===== src/rtl/gray_pkg.sv =====
// Shared types and constants for the Gray-code decode monitor.
package gray_pkg;

  typedef enum logic [1:0] {
    ST_IDLE  = 2'd0,
    ST_TRACK = 2'd1,
    ST_FAULT = 2'd2
  } state_t;

  localparam logic [1:0] DIR_HOLD = 2'b00;
  localparam logic [1:0] DIR_UP   = 2'b01;
  localparam logic [1:0] DIR_DOWN = 2'b10;

  localparam logic [7:0] ERR_CNT_MAX = 8'd255;

endpackage


===== src/rtl/gray_to_bin.sv =====
// Combinational Gray-to-binary decoder: each binary bit is the XOR of all Gray bits at or above it.
module gray_to_bin #(
  parameter int WIDTH = 4
) (
  input  logic [WIDTH-1:0] i_gray,
  output logic [WIDTH-1:0] o_bin
);

  logic [WIDTH-1:0] w_bin;

  always_comb begin
    w_bin = '0;
    for (int i = 0; i < WIDTH; i++) begin
      w_bin[i] = ^(i_gray >> i);
    end
  end

  assign o_bin = w_bin;

endmodule


===== src/rtl/gray_decode_monitor.sv =====
// Decodes Gray samples, classifies each step against the previous value and tracks lock/fault.
// All outputs registered; one cycle from an accepted sample to B_OUT/B_VALID/DIR/ERR.
module gray_decode_monitor
  import gray_pkg::*;
#(
  parameter int WIDTH      = 4,
  parameter int RESYNC_LEN = 2
) (
  input  logic             CLK,
  input  logic             RST,
  input  logic [WIDTH-1:0] G_IN,
  input  logic             G_VALID,
  output logic [WIDTH-1:0] B_OUT,
  output logic             B_VALID,
  output logic [1:0]       DIR,
  output logic             ERR,
  output logic [7:0]       ERR_CNT,
  output logic             LOCKED
);

  localparam logic [3:0] LP_RESYNC = 4'(RESYNC_LEN);

  state_t           r_state,  w_state_nxt;
  logic [WIDTH-1:0] r_prev,   w_prev_nxt;
  logic [WIDTH-1:0] r_bout,   w_bout_nxt;
  logic             r_bvalid, w_bvalid_nxt;
  logic [1:0]       r_dir,    w_dir_nxt;
  logic             r_err,    w_err_nxt;
  logic [7:0]       r_errcnt, w_errcnt_nxt;
  logic [3:0]       r_resync, w_resync_nxt;

  logic [WIDTH-1:0] w_bin;
  logic [WIDTH-1:0] w_diff;
  logic             w_legal;
  logic [1:0]       w_step_dir;
  logic [7:0]       w_errcnt_inc;

  gray_to_bin #(.WIDTH(WIDTH)) u_gray_to_bin (
    .i_gray (G_IN),
    .o_bin  (w_bin)
  );

  // Modulo-2^WIDTH difference makes max->0 an up step and 0->max a down step.
  assign w_diff       = w_bin - r_prev;
  assign w_legal      = (w_diff == '0) || (w_diff == WIDTH'(1)) || (w_diff == '1);
  assign w_step_dir   = (w_diff == WIDTH'(1)) ? DIR_UP :
                        (w_diff == '1)        ? DIR_DOWN : DIR_HOLD;
  assign w_errcnt_inc = (r_errcnt == ERR_CNT_MAX) ? r_errcnt : r_errcnt + 8'd1;

  always_comb begin
    w_state_nxt  = r_state;
    w_prev_nxt   = r_prev;
    w_bout_nxt   = r_bout;
    w_bvalid_nxt = 1'b0;
    w_dir_nxt    = r_dir;
    w_err_nxt    = 1'b0;
    w_errcnt_nxt = r_errcnt;
    w_resync_nxt = r_resync;
    if (G_VALID) begin
      w_prev_nxt   = w_bin;
      w_bout_nxt   = w_bin;
      w_bvalid_nxt = 1'b1;
      case (r_state)
        ST_IDLE: begin
          w_dir_nxt    = DIR_HOLD;
          w_resync_nxt = 4'd0;
          w_state_nxt  = ST_TRACK;
        end
        ST_TRACK: begin
          if (w_legal) begin
            w_dir_nxt = w_step_dir;
          end else begin
            w_err_nxt    = 1'b1;
            w_errcnt_nxt = w_errcnt_inc;
            w_dir_nxt    = DIR_HOLD;
            w_resync_nxt = 4'd0;
            w_state_nxt  = ST_FAULT;
          end
        end
        ST_FAULT: begin
          if (w_legal) begin
            w_dir_nxt = w_step_dir;
            // Hold samples count toward resync just like up/down steps.
            if (r_resync + 4'd1 == LP_RESYNC) begin
              w_resync_nxt = 4'd0;
              w_state_nxt  = ST_TRACK;
            end else begin
              w_resync_nxt = r_resync + 4'd1;
            end
          end else begin
            w_err_nxt    = 1'b1;
            w_errcnt_nxt = w_errcnt_inc;
            w_dir_nxt    = DIR_HOLD;
            w_resync_nxt = 4'd0;
          end
        end
        default: begin
          w_state_nxt = ST_IDLE;
        end
      endcase
    end
  end

  always_ff @(posedge CLK or negedge RST) begin
    if (!RST) begin
      r_state  <= ST_IDLE;
      r_prev   <= '0;
      r_bout   <= '0;
      r_bvalid <= 1'b0;
      r_dir    <= DIR_HOLD;
      r_err    <= 1'b0;
      r_errcnt <= 8'd0;
      r_resync <= 4'd0;
    end else begin
      r_state  <= w_state_nxt;
      r_prev   <= w_prev_nxt;
      r_bout   <= w_bout_nxt;
      r_bvalid <= w_bvalid_nxt;
      r_dir    <= w_dir_nxt;
      r_err    <= w_err_nxt;
      r_errcnt <= w_errcnt_nxt;
      r_resync <= w_resync_nxt;
    end
  end

  assign B_OUT   = r_bout;
  assign B_VALID = r_bvalid;
  assign DIR     = r_dir;
  assign ERR     = r_err;
  assign ERR_CNT = r_errcnt;
  assign LOCKED  = (r_state == ST_TRACK);

endmodule


===== config.mk =====
export PLATFORM = sky130hd
export DESIGN_NAME = gray_decode_monitor
export DESIGN_NICKNAME = d
export VERILOG_FILES = /design/src/rtl/gray_pkg.sv /design/src/rtl/gray_to_bin.sv /design/src/rtl/gray_decode_monitor.sv
export SDC_FILE = /design/constraint.sdc
export NUM_CORES = 1
export LEC_CHECK = 0
export CAP_MARGIN = 30
export CORE_MARGIN = 2
export CORE_UTILIZATION = 52
export CTS_CLUSTER_SIZE = 25
export DETAILED_ROUTE_END_ITERATION = 10
export PLACE_DENSITY_LB_ADDON = 0.25
export SLEW_MARGIN = 40
export SYNTH_ARGS = -nofsm -noshare
export SYNTH_HDL_FRONTEND = slang
export SYNTH_SLANG_ARGS = --single-unit

===== constraint.sdc =====
create_clock -name CLK -period 3.1 [get_ports CLK]
set_input_delay 0.62 -clock CLK [delete_from_list [all_inputs] [get_ports CLK]]
set_output_delay 0.62 -clock CLK [all_outputs]
set_load 0.02 [all_outputs]

Yosys cells after proc, flatten, opt, wreduce, memory -nomap -nowiden
Cells that the tools add are included.
{ "classes": {"n_mux": 16, "bitwise_logic": 2, "shift": 0, "multipliers": 0, "div_mod_pow": 0, "eq_ne": 9, "n_addsub": 3, "reduce_logical": 15, "order_cmp": 0} }
{ "op_table": {"columns": ["operator", "count"], "rows": [
  ["parity 4 bit", 4],
  ["2-to-1 mux 2 bit", 6],
  ["2-to-1 mux 4 bit", 3],
  ["case mux 4 bit (3 select lines)", 1],
  ["adder 8 x 1 -> 8 bit (second input constant)", 1],
  ["equality test 8 bit (second input constant)", 1],
  ["AND reduction 4 bit", 2],
  ["inequality test 2 bit (second input constant)", 3],
  ["case mux 2 bit (3 select lines)", 1],
  ["adder 4 x 1 -> 4 bit (second input constant)", 1],
  ["equality test 4 x 1 -> 1 bit (second input constant)", 1],
  ["equality test 4 x 2 -> 1 bit (second input constant)", 1],
  ["equality test 4 bit (second input constant)", 1],
  ["zero test 4 bit", 1],
  ["2-to-1 mux 1 bit", 4],
  ["case mux 2 bit (2 select lines)", 1],
  ["subtractor 4 bit", 1],
  ["AND reduction 3 bit", 1],
  ["nonzero test 3 bit", 1],
  ["equality test 2 x 1 -> 1 bit (second input constant)", 1],
  ["equality test 2 bit (second input constant)", 1],
  ["zero test 2 bit", 1],
  ["logical OR 1 bit", 2],
  ["inverter 1 bit", 2],
  ["other kinds (3)", 3]
]} }
{ "word_totals": {"rom_bits": 0, "in_bits": 7, "elab_cells": 52, "latch_bits": 0, "out_inout_bits": 17, "mem_bits_rw": 0, "reg_bits": 22, "n_memories": 0} }

Depth between registers and ports, before layout
Gate-level depths: netlist of run 1.
{ "logic_depth": {"depth_word": 8, "mapped_depth": 10, "depth_no_buf": 10} }

Hierarchy
A second synthesis of run 1 with hierarchy kept.
{ "unflattened": {"hier_cells": 144, "area_unflattened_um2": 1423.9} }
{ "by_module_without_submodules": {"columns": ["mod", "area_each_um2", "seq_area_each_um2", "n_inst", "cells_each"], "rows": [
  ["gray_decode_monitor", 1373.8, 550.5, 1, 139],
  ["gray_to_bin", 50.0, 0.0, 1, 5]
]} }

Worst setup path after synthesis of run 1
OpenSTA, ideal clock, no wires.
{ "synth_timing": {"path_type": "input to register", "start": "input G_IN[3]", "end": "register r_state[0]", "cell_stages": 10, "setup_time_ns": 0.126, "slack_ns": 0.082, "t_required_ns": 2.974, "n_path_buf": 0, "arrival_ns": 2.892, "cell_sequence": "xnor2_1 xnor2_1 xnor2_1 ha_1 fa_1 xor2_1 nor3_2 nand4_1 and4_1 a311o_1"} }
{ "synth_between": {"elab_chain_len": 7, "word_cells_on_any_way": 13, "cone_classes": "1 x add/sub; 4 x eq/ne; 8 x reduce/logical"} }
{ "synth_rtl": {"columns": ["element", "line_no", "rtl"], "rows": [
  ["from (decl)", "gray_decode_monitor.sv:11", "input logic [WIDTH-1:0] G_IN,"],
  ["parity 4 bit *", "gray_to_bin.sv:14", "w_bin[i] = ^(i_gray >> i);"],
  ["named net u_gray_to_bin.o_bin[1]", "gray_to_bin.sv:6", "output logic [WIDTH-1:0] o_bin"],
  ["subtractor 4 bit *", "gray_decode_monitor.sv:44", "assign w_diff = w_bin - r_prev;"],
  ["equality test 4 x 1 -> 1 bit or zero test 4 bit (tied branches)", "gray_decode_monitor.sv:45", "assign w_legal = (w_diff == '0) || (w_diff == WIDTH'(1)) || (w_diff == '1);"],
  ["logical OR 1 bit", "gray_decode_monitor.sv:45", null],
  ["logical OR 1 bit *", "gray_decode_monitor.sv:45", null],
  ["inequality test 2 bit (no line)", null, null],
  ["AND reduction 4 bit (no line) *", null, null],
  ["to (signal assigned)", "gray_decode_monitor.sv:115", "r_state <= w_state_nxt;"],
  ["to (decl)", "gray_decode_monitor.sv:23", "state_t r_state, w_state_nxt;"]
]} }
The timed path passes the listed nets; every way through them passes the cells marked *.
A chain may end at the register's enable or synchronous reset.

Final worst setup path of run 1
{ "layout_timing": {"start": "input G_IN[1]", "end": "register r_state[0]"} }
The elaborated chain is that of the path after synthesis.

==> flow_summary.yaml, run 1 <==
drt:
  wl_um: 2950
  num_vias: 1202
  vias_per_cell: 5.70
  wl_per_cell_um: 14.0
  dr.pass1.iters: 4
  drt_iter0_markers: 31
  ant_nets: 0
  drc: 0
clock_tree:
  cts_hold_buffers: 0
  numClockSinks: 22
  clkTransAtPathRegs_ps: 130
  root_buffer: "clkbuf_4"
  htreeDepth: 1
  cts_tree: "done"
  clockBufferDepth: 2
  worstSkewPairLatency_ps: 320
  cts_buffers: 3
placed_design:
  dp_hpwl_um: 2190
  dp_cells: 206
  portBuffers: 23
  gp_congestion: 0.766
power_and_ir_drop:
  power_leakage_nw: 0.866
  peakVddDrop_mv: 0.687
  power_density_nw_per_um2: 731
  power_mw: 1.37
sta:
  finalSetupViolations: 0
  finalCritPeriodShare_pct: 92.7
  skew_ps: 6.55
  timing.final.crit_period_ps: 2880
  slew_headroom_pct: 74.4
  rsz0062_at_grt: "no"
  drv_slew: 0
  hold_viol_final: 0
  fmax_mhz: 348
  worst-slew-pin-transition_ps: 383
logic_synthesis:
  synth_cell_type_count: 40
  netlist_area_sq_um: 1390
  synth.yosys.seq_area_share_pct: 39.5
  synthArstFlopShare_pct: 100
  synth_warnings: 0
  synth_top_area_share_pct: 39.5
  synth_area_leaders: "dfrtp_1 (40%), ha_1 (9.0%), xnor2_1 (5.7%)"
  synth_top_cells_by_count: "dfrtp_1 (22), inv_1 (11), ha_1 (10)"
  synth_seq_cells: 22
  synth_ff_type: "dfrtp_1"
  syn_inst: 142
  syn-mean-instance-area_sq_um: 9.81
  yosys.area.top_type: "dfrtp_1"
  synth-edff-count: 0
  syn-num-nets: 160
  synth.most_common_cell: "dfrtp_1"
critical_path:
  crit_type: "in -> reg"
  crit_path_end_kind: "flip-flop"
  critPathSlowestCell: "clkdlybuf4s50_1"
  arrival_ps: 3100
  cpPeakStageDelay_ps: 440
  start_kind: "primary input"
  path_cells: "clkdlybuf4s50_1 > xnor2_2 > xnor2_2 > ha_2 > fa_2 > xor2_2 > nor3_4 > nand4_1 > and4_1 > a311o_1"
  crit_top_cell: "xnor2_2"
  crit_fanout: 4
  required_ps: 3320
  reg2reg_depth: 7
global_routing:
  antenna_found_initial: 0
  grt_max_degree: 23
  grtUsageTotal_pct: 20.6
  grt_pass1_wl_um: 5250
  grt_remaining_overflow: 0
  grt_pass1_vias: 1237
outcome:
  status: "finished clean"
layout:
  drive_gt1_share_pct: 19.3
  antenna_cells: 0
  syn2layout_area_growth_pct: 34.8
  fill_cells: 182
  seq_area_sq_um: 551
  final_cells: 211
  fin_nets: 200
  multi_input_area_sq_um: 862
job:
  cap_violations: 0
floorplanning:
  die_area_sq_um: 3110
  core_sq_um: 2500
  io_pins: 24
  start_util_pct: 55.7
  die_y_um: 55.8
  rows: 18
  die_width_um: 55.8
hold_path:
  min_path_type: "reg -> reg"
  min_path_cells: 1
-- state kept, by name, summed over array words and instances, names as in the netlist --
register and count:
r_resync 4, B_VALID 1, ERR_CNT 8, B_OUT 4
r_state 2, ERR 1, DIR 2
-- layout make-up --
type | instances | area share [%]
Multi-Input combinational cell | 108 | 45.9
Clock buffer | 3 | 1.20
Clock inverter | 1 | 1.60
Inverter | 11 | 2.20
Tap cell | 30 | 2.00
Sequential cell | 22 | 29.3
Timing Repair Buffer | 36 | 17.7
-- stage by stage --
| step | hold slack, ps | utilization (%) | area, sq um | setup slack (ps) | TNS (ps) |
|---|---|---|---|---|---|
| floorplan | 324 | - | 1390 | 81.7 | 0 |
| global placement | 471 | 69.9 | 1750 | -329 | -3870 |
| detailed placement | 485 | 69.9 | 1750 | -421 | -5330 |
| CTS | 512 | 73.6 | 1840 | 28.3 | 0 |
| global route | 542 | 75.1 | 1880 | 107 | 0 |
| finish | 507 | 75.1 | 1880 | 225 | 0 |
-- logic make-up after synthesis --
| family | count (synthesis) | share of synthesized area, % |
|---|---|---|
| buffers and inverters | 12 | 3.23 |
| DFF | 22 | 39.5 |
| xor gates and xnor gates | 11 | 6.92 |
| AOI/OAI and AO/OA | 33 | 15.8 |
| muxes | 4 | 3.50 |
| and+or+nand+nor | 49 | 20.6 |
| adders and majority gates | 11 | 10.4 |
-- report_power, final --
group / internal (mW) / switching (mW)
registers: 0.354 / 0.0701
clock network: 0.131 / 0.0958
logic: 0.343 / 0.378
total: 0.827 / 0.544
-- critical path, delay by kind of cell --
family	cells	cell delay (ps)
buf+inv	1	440
simple gates	3	590
fa+ha+maj	2	570
xor+xnor	3	540
compound gates	1	320
-- repair_timing --
item,CTS,global route
endpoints found under the setup margin,9,15
pin swaps,6,8
resized for setup,6,10
setup buffers,1,0
endpoints found under the hold margin,0,0
-- per-layer routing --
metal	global-route usage, %	share of wire [%]	vias up
met5	0	0	-
met4	6.62	0.88	0
met3	2.56	3.6	2
met2	36.2	50	27
met1	26.3	45	580
li1	-	-	593
-- path summary, 6_finish.rpt --
path / to / start / slack (ps)
worst max-delay path: r_state[0]$_DFFE_PN0P_ / G_IN[1] / 220
max in group asynchronous: DIR[0]$_DFFE_PN0P_ / RST / 2250
worst max register to register: r_state[0]$_DFFE_PN0P_ / B_OUT[0]$_DFFE_PN0P_ / 860
worst min-delay path: ERR_CNT[4]$_DFFE_PN0P_ / ERR_CNT[4]$_DFFE_PN0P_ / 510
min in group asynchronous: r_state[0]$_DFFE_PN0P_ / RST / 630
worst min register to register: ERR_CNT[4]$_DFFE_PN0P_ / ERR_CNT[4]$_DFFE_PN0P_ / 510
-- cell usage in the layout (no fill, tap or decap), types with 2 or more instances in the layout --
cell type and n:
o21ai_0 8, a21oi_1 5, a21o_1 2, buf_4 13, nor2b_1 2, xnor2_2 3, dfrtp_1 22, nor3b_1 2
clkbuf_4 3, inv_1 11, clkdlybuf4s50_1 21, o21ai_1 2, dlymetal6s2s_1 2, ha_1 9, a31oi_1 4, and3_1 5
nor3_1 2, nand2b_1 2, nand3_1 7, nand2_1 9, a41o_1 2, and3b_1 2, a22o_1 3, xnor2_1 6
mux2_2 3, nor2_1 6, and4_1 2
No activity file was read; power rests on OpenSTA's default activity.
==> run 2, diff against run 1 <==
--- a/config.mk
+++ b/config.mk
@@ -5,9 +5,9 @@
 export SDC_FILE = /design/constraint.sdc
 export NUM_CORES = 1
 export LEC_CHECK = 0
-export CAP_MARGIN = 30
+export CAP_MARGIN = 10
 export CORE_MARGIN = 2
-export CORE_UTILIZATION = 52
+export CORE_UTILIZATION = 55
 export CTS_CLUSTER_SIZE = 25
 export DETAILED_ROUTE_END_ITERATION = 10
 export PLACE_DENSITY_LB_ADDON = 0.25
==> constraint.sdc (replaced) <==
create_clock -name CLK -period 3.31 [get_ports CLK]
set_input_delay 0.662 -clock CLK [delete_from_list [all_inputs] [get_ports CLK]]
set_output_delay 0.662 -clock CLK [all_outputs]
set_load 0.02 [all_outputs]
==> run 2 against run 1 <==
Final cell count is the same. Critical path depth grew 2. Worst setup slack lost 110 ps. Largest power group unchanged. Worst hold slack lost 210 ps. Clock skew grew 8.5 ps. Global-route usage grew 1.1 points. Critical path type unchanged. Count of clock-buffer cells in the layout is the same. Sequential power shrank 6.1%. Register-to-register slack gained 170 ps. Critical endpoint unchanged. Non-clock buffer count is the same.
==> flow_summary.yaml, run 2 (same netlist as run 1, synthesis figures left out) <==
clock_tree:
  numClockSinks: 22
  cts_buffers: 3
  worstSkewPairLatency_ps: 310
  root_buffer: "clkbuf_4"
  clockBufferDepth: 2
  htreeDepth: 1
  clkTransAtPathRegs_ps: 140
  cts_tree: "done"
sta:
  fin_tns_setup_ps: 0
  hold_viol_final: 0
  worst-slew-pin-transition_ps: 504
  slew_headroom_pct: 66.4
  drv_slew: 0
  skew_ps: 15.1
  finalSetupViolations: 0
  fmax_mhz: 313
  rsz0062_at_grt: "no"
  timing.final.crit_period_ps: 3190
  finalCritPeriodShare_pct: 96.4
floorplanning:
  core_sq_um: 2430
  start_util_pct: 57.3
  die_area_sq_um: 2950
  rows: 18
  io_pins: 24
  die_width_um: 54.3
  die_y_um: 54.3
placed_design:
  dp_cells: 206
  gp_congestion: 0.838
  dp_hpwl_um: 2240
  portBuffers: 23
power_and_ir_drop:
  power_density_nw_per_um2: 687
  power_mw: 1.26
  peakVddDrop_mv: 0.598
  power_leakage_nw: 0.845
critical_path:
  crit_fanout: 4
  required_ps: 3500
  start_kind: "primary input"
  crit_path_end_kind: "flip-flop"
  crit_type: "in -> reg"
  arrival_ps: 3380
layout:
  largest_register_ffs: 8
  multi_input_area_sq_um: 825
  syn2layout_area_growth_pct: 31.5
  fill_cells: 171
  antenna_cells: 0
  final_cells: 211
  drive_gt1_share_pct: 17.7
  final_cell_mix: "dfrtp_1 (22), clkdlybuf4s50_1 (21), buf_4 (13), inv_1 (11), ha_1 (10)"
  layout_commonest_cell: "dfrtp_1"
  utilization_pct: 75.3
  seq_area_sq_um: 551
  fin_nets: 200
job:
  cap_violations: 0
hold_path:
  min_path_type: "in -> async"
global_routing:
  grt_max_degree: 23
  grtUsageTotal_pct: 21.7
  grt_remaining_overflow: 0
  antenna_found_initial: 0
  grt_pass1_vias: 1097
  grt_pass1_wl_um: 4700
drt:
  dr.pass1.iters: 4
  wl_um: 3070
  vias_per_cell: 5.67
  num_vias: 1197
  drc: 0
  wl_per_cell_um: 14.5
  ant_nets: 0
  drt_iter0_markers: 25
outcome:
  status: "finished clean"
[run 2: cell types whose count changed in the layout (fill, tap and decap cells not counted), sizes merged]
cell and change:
buf +1, dlymetal6s2s -1
[run 2: cell type report]
class / count / share of cell area, %
clock buffers: 3 / 1.23
clock inverters: 1 / 1.64
inverters: 11 / 2.25
multi-input cells: 108 / 45.0
flip-flops and latches: 22 / 30.1
well taps: 30 / 2.05
repair buffers: 36 / 17.8
[run 2: through the flow]
stage | setup slack [ps] | hold slack, ps | instance area (sq um)
finish | 119 | 294 | 1830
global route | 22.0 | 325 | 1830
CTS | 28.5 | 305 | 1790
detailed placement | -303 | 474 | 1740
global placement | -156 | 470 | 1750
floorplan | 250 | 366 | 1390
[run 2: worst paths after layout]
check / start / endpoint / slack, ps / depth (start not counted)
worst max-delay path: G_IN[2] / r_state[0]$_DFFE_PN0P_ / 120 / 12
worst max register to register: B_OUT[0]$_DFFE_PN0P_ / r_state[0]$_DFFE_PN0P_ / 1030 / 8
max in group asynchronous: RST / B_OUT[0]$_DFFE_PN0P_ / 2660 / 1
worst min register to register: DIR[1]$_DFFE_PN0P_ / DIR[1]$_DFFE_PN0P_ / 510 / 2
worst min-delay path: RST / r_state[1]$_DFFE_PN0P_ / 290 / 1
min in group CLK: DIR[1]$_DFFE_PN0P_ / DIR[1]$_DFFE_PN0P_ / 510 / 2
[run 2: timing repair]
item / in CTS / in global routing
hold buffers: 0 / 0
setup endpoints to repair: 0 / 15
buffers inserted: 0 / 1
resized for setup: 0 / 6
[run 2: routing by layer]
metal	GRT usage (%)	vias to the layer above	wire length [um]
li1	-	589	-
met4	6.25	0	12
met5	0	-	0
met3	2.46	2	116
met1	29.9	577	1420
met2	35.9	29	1520
[run 2: power by group]
group,switching (mW),internal [mW],total [mW]
Sequential,0.0660,0.332,0.398
Clock,0.0848,0.122,0.207
Combinational,0.346,0.308,0.654
Total,0.497,0.762,1.26
[run 2: worst max-delay path, cell delays in order]
cell             delay, ps
clkdlybuf4s50_1        450
xnor2_2                250
xnor2_2                160
xnor2_1                120
ha_1                   220
fa_2                   360
xor2_2                 160
nor3_2                 180
buf_4                  160
nand4_1                110
and4_1                 240
a311o_1                310
==> run 3, diff against run 2 <==
--- a/config.mk
+++ b/config.mk
@@ -10,7 +10,9 @@
 export CORE_UTILIZATION = 55
 export CTS_CLUSTER_SIZE = 25
 export DETAILED_ROUTE_END_ITERATION = 10
+export DONT_BUFFER_PORTS = 1
 export PLACE_DENSITY_LB_ADDON = 0.25
+export REMOVE_ABC_BUFFERS = 1
 export SLEW_MARGIN = 40
 export SYNTH_ARGS = -nofsm -noshare
 export SYNTH_HDL_FRONTEND = slang
==> run 3 against run 2 <==
Sequential share of layout area grew 7.6 points. Critical path depth fell by 2. Clock skew is 11 ps lower. Count of clock-buffer cells in the layout unchanged. Final cell count decreased by 17%. Global-route usage down 1.6 points. Die area did not move. Register-to-register slack got worse by 180 ps. Sequential cell count stayed put. Sequential power rose by 15%. Routed wire length down 15%. Worst setup slack better by 250 ps. Critical path type unchanged. Critical endpoint is now ERR_CNT[1]$_DFFE_PN0P_. Largest power group is now sequential cells.
==> flow_summary.yaml, run 3 (same netlist as run 1, synthesis figures left out) <==
power_and_ir_drop:
  power_density_nw_per_um2: 670
  peakVddDrop_mv: 0.516
  power_mw: 0.981
  power_leakage_nw: 0.671
sta:
  rsz0062_at_grt: "no"
  drv_slew: 0
  hold_viol_final: 0
  fmax_mhz: 341
  finalCritPeriodShare_pct: 88.7
  skew_ps: 3.92
  finalSetupViolations: 0
  timing.final.crit_period_ps: 2940
  worst-slew-pin-transition_ps: 471
  slew_headroom_pct: 68.6
  fin_tns_setup_ps: 0
layout:
  utilization_pct: 60.2
  layout_commonest_cell: "dfrtp_1"
  fin_nets: 166
  final_cell_mix: "dfrtp_1 (22), inv_1 (11), ha_1 (10)"
  antenna_cells: 0
  syn2layout_area_growth_pct: 5.12
  largest_register_ffs: 8
  drive_gt1_share_pct: 9.59
hold_path:
  min_path_type: "in -> async"
floorplanning:
  io_pins: 24
  die_y_um: 54.3
  core_sq_um: 2430
  start_util_pct: 57.3
  die_area_sq_um: 2950
  die_width_um: 54.3
  rows: 18
critical_path:
  crit_path_end_kind: "flip-flop"
  arrival_ps: 3140
  crit_top_cell: "xnor2_1"
  critPathSlowestCell: "nor4_2"
  path_cells: "xnor2_1 > xnor2_1 > xnor2_1 > ha_1 > fa_1 > xor2_1 > nor3_2 > nor4_2 > nor2_2 > mux2_4"
  reg2reg_depth: 7
  crit_type: "in -> reg"
  cpPeakStageDelay_ps: 480
  required_ps: 3510
  crit_fanout: 5
  start_kind: "primary input"
clock_tree:
  clockBufferDepth: 2
  numClockSinks: 22
  root_buffer: "clkbuf_4"
  cts_setup_buffers: 0
  cts_buffers: 3
  cts_hold_buffers: 0
  worstSkewPairLatency_ps: 300
  cts_tree: "done"
  cts-resized-gates: 0
  clkTransAtPathRegs_ps: 110
  htreeDepth: 1
global_routing:
  antenna_found_initial: 0
  grt_max_degree: 23
  grt_remaining_overflow: 0
  grtUsageTotal_pct: 20.1
  grt_pass1_wl_um: 4300
  grt_pass1_vias: 988
drt:
  drc: 0
  wl_per_cell_um: 14.9
  vias_per_cell: 6.04
  ant_nets: 0
  wl_um: 2620
  drt_iter0_markers: 21
  dr.pass1.iters: 4
  num_vias: 1063
placed_design:
  portBuffers: 0
  dp_hpwl_um: 2020
  gp_congestion: 0.809
outcome:
  status: "finished clean"
job:
  cap_violations: 0
-- run 3: cell count changes in the layout (fill, tap and decap cells not counted), sizes merged --
cell	before	now
bufinv	1	0
clkdlybuf4s50	21	0
buf	14	2
dlymetal6s2s	1	0
-- run 3: layout make-up --
type	instances	area, sq um
inverters	11	41.3
flip-flops and latches	22	551
multi-input cells	108	797
fillers	211	968
repair buffers	2	15.0
clock buffers	3	22.5
well taps	30	37.5
-- run 3: routing by layer --
metal | routed length (um) | global-route usage (%)
met5 | 0 | 0
met4 | 43 | 7.50
met3 | 122 | 3.83
met2 | 1280 | 33.3
met1 | 1180 | 26.0
-- run 3: stage by stage --
| stage | worst slack [ps] | hold WS [ps] | area (sq um) | cells |
|---|---|---|---|---|
| floorplan | 250 | 366 | 1390 | 141 |
| global route | 182 | 8.03 | 1460 | 176 |
| CTS | 372 | 23.5 | 1460 | 176 |
| detailed placement | 48.6 | 367 | 1440 | 173 |
| finish | 374 | 31.8 | 1460 | 176 |
| global placement | 122 | 367 | 1440 | 173 |
-- run 3: path summary, 6_finish.rpt --
check                                        from                endpoint  slack [ps]
max                                       G_IN[3]  ERR_CNT[1]$_DFFE_PN0P_         370
min                                           RST  r_state[1]$_DFFE_PN0P_          30
max reg2reg                  B_OUT[0]$_DFFE_PN0P_  ERR_CNT[1]$_DFFE_PN0P_         850
min reg2reg                ERR_CNT[4]$_DFFE_PN0P_  ERR_CNT[4]$_DFFE_PN0P_         630
max in group asynchronous                     RST    B_OUT[2]$_DFFE_PN0P_        3210
min in group CLK                          G_VALID       B_VALID$_DFF_PN0_         380
-- run 3: critical path, delay by kind of cell --
family	cells	cell delay [ps]
xor+xnor	4	870
fa+ha+maj	2	620
simple gates	3	680
mux	1	310
-- run 3: power breakdown --
group	switching, mW	total [mW]	internal (mW)
Combinational	0.235	0.405	0.170
Clock	0.0761	0.119	0.0425
Sequential	0.127	0.458	0.331
Total	0.438	0.981	0.544
